$ cat src/rtl/bird_ctrl.sv
// Bird sprite controller: frame-rate vertical physics, flap/collision handling
// and IDLE/FLY/DEAD sequencing, producing sprite origin and control for the sprite source.
//
// state  | meaning
// IDLE   | parked at Y_START, waiting for a flap to launch
// FLY    | gravity and flaps applied each frame, collisions kill
// DEAD   | falls to the floor, a flap there restarts to IDLE
module bird_ctrl #(
    parameter int          X_POS      = 100,
    parameter int          Y_START    = 224,
    parameter int          Y_CEIL     = 0,
    parameter int          Y_FLOOR    = 448,
    parameter int          GRAVITY    = 1,
    parameter int          FLAP_VEL   = -8,
    parameter int          V_MAX      = 8,
    parameter logic [1:0]  BIRD_COLOR = 2'b10
) (
    input  logic        clk,
    input  logic        reset,
    input  logic [10:0] x,
    input  logic [10:0] y,
    input  logic        flap,
    input  logic        collide,
    output logic [10:0] x0,
    output logic [10:0] y0,
    output logic [4:0]  ctrl,
    output logic        game_over
);

    typedef enum logic [1:0] {
        S_IDLE = 2'd0,
        S_FLY  = 2'd1,
        S_DEAD = 2'd2
    } state_t;

    localparam logic [10:0]        X_POS11   = 11'(X_POS);
    localparam logic [10:0]        Y_START11 = 11'(Y_START);
    localparam logic [10:0]        Y_CEIL11  = 11'(Y_CEIL);
    localparam logic [10:0]        Y_FLOOR11 = 11'(Y_FLOOR);
    localparam logic signed [11:0] Y_CEIL12  = 12'(Y_CEIL);
    localparam logic signed [11:0] Y_FLOOR12 = 12'(Y_FLOOR);
    localparam logic signed [7:0]  GRAV8     = 8'(GRAVITY);
    localparam logic signed [7:0]  FLAP8     = 8'(FLAP_VEL);
    localparam logic signed [7:0]  VMAX8     = 8'(V_MAX);
    localparam logic [4:0]         CTRL_IDLE = {BIRD_COLOR, 1'b0, 2'b00};
    localparam logic [4:0]         CTRL_FLY  = {BIRD_COLOR, 1'b1, 2'b00};
    localparam logic [4:0]         CTRL_DEAD = {2'b00, 1'b0, 2'b10};

    state_t             state_q, state_d;
    logic [10:0]        x0_q, x0_d;
    logic [10:0]        y0_q, y0_d;
    logic signed [7:0]  vy_q, vy_d;
    logic               flap_pend_q, flap_pend_d;
    logic               flap_prev_q, flap_prev_d;
    logic [10:0]        x_prev_q, x_prev_d;
    logic [4:0]         ctrl_q, ctrl_d;
    logic               game_over_q, game_over_d;

    logic               frame_tick;
    logic               flap_edge;
    logic               flap_now;
    logic signed [11:0] y_sum;
    logic signed [7:0]  vy_inc;
    logic signed [7:0]  vy_grav;

    always_comb begin
        frame_tick  = (x_prev_q == 11'd0) && (x == 11'd1) && (y == 11'd0);
        flap_edge   = flap & ~flap_prev_q;
        // an edge landing on the tick cycle is taken by that tick, never carried over
        flap_now    = flap_pend_q | flap_edge;
        flap_pend_d = frame_tick ? 1'b0 : flap_now;
        flap_prev_d = flap;
        x_prev_d    = x;
        x0_d        = X_POS11;

        y_sum   = $signed({1'b0, y0_q}) + $signed({{4{vy_q[7]}}, vy_q});
        vy_inc  = vy_q + GRAV8;
        vy_grav = (vy_inc > VMAX8) ? VMAX8 : vy_inc;

        state_d = state_q;
        y0_d    = y0_q;
        vy_d    = vy_q;

        case (state_q)
            S_IDLE: begin
                y0_d = Y_START11;
                vy_d = 8'sd0;
                if (frame_tick && flap_now) begin
                    state_d = S_FLY;
                    vy_d    = FLAP8;
                end
            end
            S_FLY: begin
                if (collide) begin
                    state_d = S_DEAD;
                    vy_d    = 8'sd0;
                end else if (frame_tick) begin
                    if (y_sum < Y_CEIL12) begin
                        y0_d = Y_CEIL11;
                        vy_d = flap_now ? FLAP8 : 8'sd0;
                    end else if (y_sum >= Y_FLOOR12) begin
                        y0_d    = Y_FLOOR11;
                        vy_d    = 8'sd0;
                        state_d = S_DEAD;
                    end else begin
                        y0_d = y_sum[10:0];
                        vy_d = flap_now ? FLAP8 : vy_grav;
                    end
                end
            end
            S_DEAD: begin
                if (frame_tick) begin
                    if (y0_q < Y_FLOOR11) begin
                        if (y_sum >= Y_FLOOR12) begin
                            y0_d = Y_FLOOR11;
                            vy_d = 8'sd0;
                        end else begin
                            y0_d = y_sum[10:0];
                            vy_d = vy_grav;
                        end
                    end else if (flap_now) begin
                        state_d = S_IDLE;
                        y0_d    = Y_START11;
                        vy_d    = 8'sd0;
                    end
                end
            end
            default: begin
                state_d = S_IDLE;
                y0_d    = Y_START11;
                vy_d    = 8'sd0;
            end
        endcase

        case (state_d)
            S_FLY:   ctrl_d = CTRL_FLY;
            S_DEAD:  ctrl_d = CTRL_DEAD;
            default: ctrl_d = CTRL_IDLE;
        endcase
        game_over_d = (state_d == S_DEAD);
    end

    always_ff @(posedge clk or posedge reset) begin
        if (reset) begin
            state_q     <= S_IDLE;
            x0_q        <= X_POS11;
            y0_q        <= Y_START11;
            vy_q        <= 8'sd0;
            flap_pend_q <= 1'b0;
            flap_prev_q <= 1'b0;
            x_prev_q    <= 11'd0;
            ctrl_q      <= CTRL_IDLE;
            game_over_q <= 1'b0;
        end else begin
            state_q     <= state_d;
            x0_q        <= x0_d;
            y0_q        <= y0_d;
            vy_q        <= vy_d;
            flap_pend_q <= flap_pend_d;
            flap_prev_q <= flap_prev_d;
            x_prev_q    <= x_prev_d;
            ctrl_q      <= ctrl_d;
            game_over_q <= game_over_d;
        end
    end

    assign x0        = x0_q;
    assign y0        = y0_q;
    assign ctrl      = ctrl_q;
    assign game_over = game_over_q;

endmodule

$ cat config.mk
export PLATFORM = sky130hd
export DESIGN_NAME = bird_ctrl
export DESIGN_NICKNAME = d
export VERILOG_FILES = /design/src/rtl/bird_ctrl.sv
export SDC_FILE = /design/constraint.sdc
export NUM_CORES = 1
export LEC_CHECK = 0
export CAP_MARGIN = 40
export CORE_MARGIN = 2
export CORE_UTILIZATION = 52
export CTS_BUF_LIST = sky130_fd_sc_hd__clkbuf_16
export DETAILED_ROUTE_END_ITERATION = 12
export PLACE_DENSITY = 0.76
export SLEW_MARGIN = 25
export SYNTH_ARGS = -nofsm -noshare
export SYNTH_HDL_FRONTEND = slang
export SYNTH_SLANG_ARGS = --single-unit
$ cat constraint.sdc
create_clock -name clk -period 4.2 [get_ports clk]
set_clock_uncertainty 0.05 [all_clocks]
set_input_delay 0.84 -clock clk [delete_from_list [all_inputs] [get_ports clk]]
set_output_delay 0.84 -clock clk [all_outputs]
set_load 0.05 [all_outputs]
### Word-level counts from Yosys, hierarchy flattened

Index checks and enable logic that the tools add are counted.

| word-level totals | value |
|---|---|
| register bits after elaboration | 40 |
| input port bits | 26 |
| logic and storage cells | 67 |

| cells by class | value |
|---|---|
| add/subtract/negate cells | 2 |
| order comparisons | 4 |
| equal/unequal tests | 10 |
| multiplexer cells | 32 |
| bitwise logic cells | 3 |
| reduce and logical (&&, ||, !) cells | 8 |

Operators by type and width:

| cell | number |
|---|---|
| $mux 8 | 12 |
| $mux 11 | 7 |
| $pmux 8 s3 | 1 |
| $logic_not 11->1 | 2 |
| $pmux 11 s2 | 1 |
| $mux 2 | 8 |
| $add 12x8->12 | 1 |
| $ge 12x10->1 const B | 1 |
| $lt 12x1->1 const B | 1 |
| $eq 11x1->1 const B | 1 |
| $lt 11x9->1 const B | 1 |
| $pmux 5 s2 | 1 |
| $add 8x2->8 const B | 1 |
| $gt 8x5->1 const B | 1 |
| $ne 2x2->1 const B | 3 |
| $ne 3x3->1 const B | 2 |
| $pmux 2 s3 | 1 |
| $eq 2x1->1 const B | 2 |
| $eq 2x2->1 const B | 2 |
| $reduce_and 4->1 | 1 |
| $logic_and 1x1->1 | 3 |
| $reduce_and 3->1 | 1 |
| $logic_not 2->1 | 1 |
| $and 1x1->1 | 1 |
| other kinds (3) | 3 |

### Logic depth before layout (Yosys ltp)

| logic depth | value |
|---|---|
| word-level depth | 9 |
| depth in mapped cells | 11 |
| mapped depth without buffers | 11 |

### Worst setup path before layout

No wires, ideal clock.

| timing | value |
|---|---|
| path type | flip-flop to flip-flop |
| start | reg y0_q[0] (netlist: y0[0]) |
| end | reg vy_q[2] |
| arrival time | 3.043 ns |
| setup slack | 0.985 ns |
| stages on the path, launching flop included | 12 |
| buffers on the path | 0 |
| cells stage by stage | dfrtp_1 -> ha_1 -> inv_1 -> fa_1 -> nand2b_1 -> a21oi_1 -> o41a_1 -> or4_4 -> a311oi_4 -> o21a_4 -> nor3_1 -> a32o_1 |

| between the ends | value |
|---|---|
| cells in the longest elaborated chain, start to end | 7 |

RTL lines:

| what | line | text |
|---|---|---|
| start: declaration | 51 | `logic [10:0] y0_q, y0_d;` |
| start signal: assignment | 157 | `y0_q <= y0_d;` |
| $add 12x8->12 | 76 | `y_sum = $signed({1'b0, y0_q}) + $signed({{4{vy_q[7]}}, vy_q});` |
| $ge 12x10->1 | 101, 114 |  |
| $mux 8 | 101 | `end else if (y_sum >= Y_FLOOR12) begin` |
| $mux 8 | 98 | `if (y_sum < Y_CEIL12) begin` |
| $mux 8 | 97 | `end else if (frame_tick) begin` |
| $mux 8 | 94 | `if (collide) begin` |
| $pmux 8 s3 | 84 | `case (state_q)` |
| end signal: assignment | 158 | `vy_q <= vy_d;` |
| end: declaration | 52 | `logic signed [7:0] vy_q, vy_d;` |

Several ways; a longest one is shown, not always the timed one. The select of a mux whose other input is x is not followed.
A chain may end at the register's enable or synchronous reset.

### Worst setup path in the final report

| timing | value |
|---|---|
| start | reg vy_q[0] |
| end | reg vy_q[3] |

| between the ends | value |
|---|---|
| cells in the longest elaborated chain, start to end | 9 |

RTL lines:

| what | line | text |
|---|---|---|
| $add 8x2->8 | 77 | `vy_inc = vy_q + GRAV8;` |
| $gt 8x5->1 | 78 | `vy_grav = (vy_inc > VMAX8) ? VMAX8 : vy_inc;` |
| $mux 8 | 78 |  |
| $mux 8 | 107 | `vy_d = flap_now ? FLAP8 : vy_grav;` |
| $mux 8 | 101 |  |
| $mux 8 | 98 |  |
| $mux 8 | 97 |  |
| $mux 8 | 94 |  |
| $pmux 8 s3 * | 84 |  |

Mark *: on every way between the ends. The rest lies on a longest branch, timed or not. The select of a mux whose other input is x is not followed.

==> key figures <==
Clock network
  – Maximum level of the CTS H-tree: 2
  – TritonCTS Buffers: 5
  – CTS clock-pin slew for the worst setup and hold paths: 0.06 ns
  – Post-CTS Repair Setup Buffers: 0
  – Clock sink count: 37
  – Root buf cell: clkbuf_16
  – CTS tree: built
  – Hold bufs inserted after CTS: 0
  – Clock latency on the worst-skew pair: 0.28 ns
  – Post-CTS sizing: 0
  – Maximum buffer depth of the clock tree: 2

Worst hold path
  – Worst hold path type: reg -> reg

GRT
  – Pin count of the biggest net entering global routing: 21
  – Number of antenna violations at the first check in global routing: 0
  – Number of global-route vias before repair: 2352
  – Overall track demand over capacity in global routing: 0.237
  – Overflow left after global routing: 0
  – Global-route wire length before repair: 11200 um

Power
  – P_leak: 1.35 nW
  – Net Sw Frac: 0.287
  – Portion of total power attributed to combinational logic: 0.206
  – Maximum vdd drop: 0.152 mV
  – Internal Pwr Total: 0.000732 W
  – Total power consumption of the routed design: 0.00103 W
  – Power dissipated by switching net loads: 0.000295 W
  – Power Dens Cells: 308 nW/um2
  – Portion of total power attributed to the clock network: 0.410
  – Sequential group share of total power: 0.384

Timing
  – Pins over their slew limit: 0
  – RSZ-0062 raised after global routing: no
  – Post-Route Setup TNS: 0 ns
  – Max Clock Freq: 295 MHz
  – Slew Limit Headroom: 0.492
  – Final critical-path share of the clock period: 0.807
  – Hold violation count in the final report: 0
  – Time the worst path needs with I/O delays and setup: 3.39 ns
  – Pin slew with the least headroom to its limit: 0.757 ns
  – Least setup slack across all paths after layout: 0.810 ns
  – Final setup viols: 0

Placement
  – DP Worst Slack: 0.789 ns
  – Detailed placer's ending HPWL: 5160 um
  – Dpl cells: 407
  – Routability-driven placement congestion ratio: 0.841
  – Total of buffers placed on input and output ports: 40

Synth
  – Dominant synthesized flop cell: dfrtp_1
  – Warnings from Yosys: 0
  – Sequential-to-total area share from yosys stat: 0.340
  – Number of cells produced by synthesis: 302
  – Count of flip-flops with a built-in enable after synthesis: 0
  – Leading post-synthesis cells by cell area: dfrtp_1 30%, ha_1 7.8%, buf_4 3.8%
  – Count of distinct cell types in the synthesized netlist: 65
  – Synth cell count leaders: 33 x dfrtp_1, 24 x nand2_1, 24 x nor2_1
  – Portion of synthesized cell area occupied by the leading cell type: 0.302
  – Async set or reset register ratio after synthesis: 1.00
  – Most repeated cell in the gate-level netlist after synthesis: dfrtp_1
  – Flops & latches, synth: 37
  – Cell type contributing the most total cell area after synthesis: dfrtp_1
  – Post-synthesis area per instance: 9.07 um2
  – Synthesized cell area: 2740 um2

Setup path
  – Crit path kind: reg -> reg
  – Path depth of the worst reg2reg path: 11
  – CP Data Required Time: 4.35 ns
  – Setup crit end: vy_q[3]
  – Register-to-register setup slack: 0.81 ns
  – Critical path arrival: 3.54 ns
  – Crit path launch type: flop
  – Critical path capture point type: flop
  – Crit path max fanout: 9
  – Launching point of the worst reg2reg path: vy_q[0]
  – End of the worst register-to-register path: vy_q[3]
  – Crit path launch: vy_q[0]

Cells and area
  – Area growth, synth to finish: 21.6%
  – Final-stage net count: 388
  – Layout cell share with drive strength beyond 1: 0.0870
  – Number of standard cells in the final layout excluding fillers: 415
  – Utilization after layout: 0.652
  – Filler Cell Count: 445
  – Antenna diode instance count: 0

Detailed routing
  – First-iteration detailed-routing DRC count: 241
  – Final routed DRC violation total: 0
  – Final wirelength: 6530 um
  – Residual antenna-violating net count after detailed routing: 0
  – Post-DR wirelength/cell: 15.7 um
  – Number of vias in the routed layout: 2459
  – Detail-routed via count per cell: 5.93
  – Number of iterations in the first detailed-routing pass: 4

Floorplanning
  – Die boundary height: 76.6 um
  – Area of the die: 5860 um2
  – Core outline area: 5110 um2
  – Placement Rows: 26
  – Die width: 76.6 um
  – Total I/O pin count: 54
  – Initial standard-cell utilization of the core: 0.536

Status
  – Run status: completed

Job
  – Max-Cap Viols: 0
## how the worst min path moves through the flow
| stage | slack (ns) | cells past startpoint | to | from |
|---|---|---|---|---|
| detailed placement | 0.48 | 1 | y0[2] | y0[2] |
| global route | 0.50 | 1 | y0[2] | y0[2] |
| finish | 0.48 | 1 | y0[7] | y0[7] |
| CTS | 0.49 | 1 | y0[2] | y0[2] |
| floorplan | 0.47 | 2 | flap_pend_q | flap_pend_q |
| global placement | 0.47 | 1 | y0[2] | y0[2] |
## sequential cells by signal, summed over array words and instances (netlist names)
name	count
flap_prev_q	1
ctrl	2
flap_pend_q	1
x_prev_q	11
y0	11
game_over	1
state_q	2
vy_q	8
## cells by family (layout without fill, tap and decap cells)
kind of cell / Yosys count / in the layout / synth area share
fa+ha+maj: 18 / 18 / 0.0850
flops: 37 / 37 / 0.340
xor+xnor: 10 / 10 / 0.0347
simple gates: 111 / 111 / 0.217
other cells: 2 / 13 / 0.00274
buf+inv: 32 / 64 / 0.0630
mux: 1 / 1 / 0.00365
compound gates: 91 / 91 / 0.254
## routing by layer
| metal | global-route usage | part of all wire | up-vias | routed length, um |
|---|---|---|---|---|
| met4 | 0.0836 | 0.017 | 0 | 110 |
| met2 | 0.370 | 0.47 | 84 | 3060 |
| met1 | 0.340 | 0.45 | 1156 | 2920 |
| met5 | 0 | 0 | - | 0 |
| li1 | - | - | 1209 | - |
| met3 | 0.0308 | 0.065 | 10 | 427 |
## per-stage QoR
step | area [um2] | hold WS [ns]
5_1_grt | 3330 | 0.496
2_1_floorplan | 2780 | 0.468
4_1_cts | 3330 | 0.488
3_3_place_gp | 3160 | 0.467
3_5_place_dp | 3160 | 0.476
6_report | 3330 | 0.484
## critical path: stages, from the launching register on
cell and delay (ns):
dfrtp_1 0.49, ha_1 0.28, inv_1 0.07, fa_1 0.38, nand2b_1 0.22, a2111o_1 0.44
nand2_1 0.08, o211ai_1 0.12, or2_2 0.36, o21ai_2 0.40, o211ai_1 0.21, a31oi_1 0.20
## placed cells by master, fill, tap and decap left out, drive strengths merged, types with 6 or more instances in the layout
cell type	instances
nand3	6
clkdlybuf4s50	40
conb	13
nor2	24
o21ai	18
a22o	6
a21oi	15
ha	17
nand2	24
dfrtp	33
o21a	6
xnor2	9
o211ai	6
nor4	13
nor3	13
a31oi	8
inv	14
## area by class of cell
type | instances | area [um2] | share of cell area
clock buffers | 5 | 125 | 0.0376
clock inverters | 3 | 41.3 | 0.0124
inverters | 14 | 52.6 | 0.0158
multi-input cells | 244 | 1680 | 0.504
flip-flops and latches | 37 | 931 | 0.280
well taps | 70 | 87.6 | 0.0263
repair buffers | 42 | 415 | 0.125
## power by group through the flow
stage | Combinational (W) | Sequential, W | Clock (W)
6_report | 0.000212 | 0.000394 | 0.000421
5_1_grt | 0.000230 | 0.000397 | 0.000439
4_1_cts | 0.000212 | 0.000393 | 0.000422
3_5_place_dp | 0.000210 | 0.000400 | 0
3_3_place_gp | 0.000208 | 0.000399 | 0
2_1_floorplan | 0.000137 | 0.000415 | 0
Power figures use the tool's default switching activity.
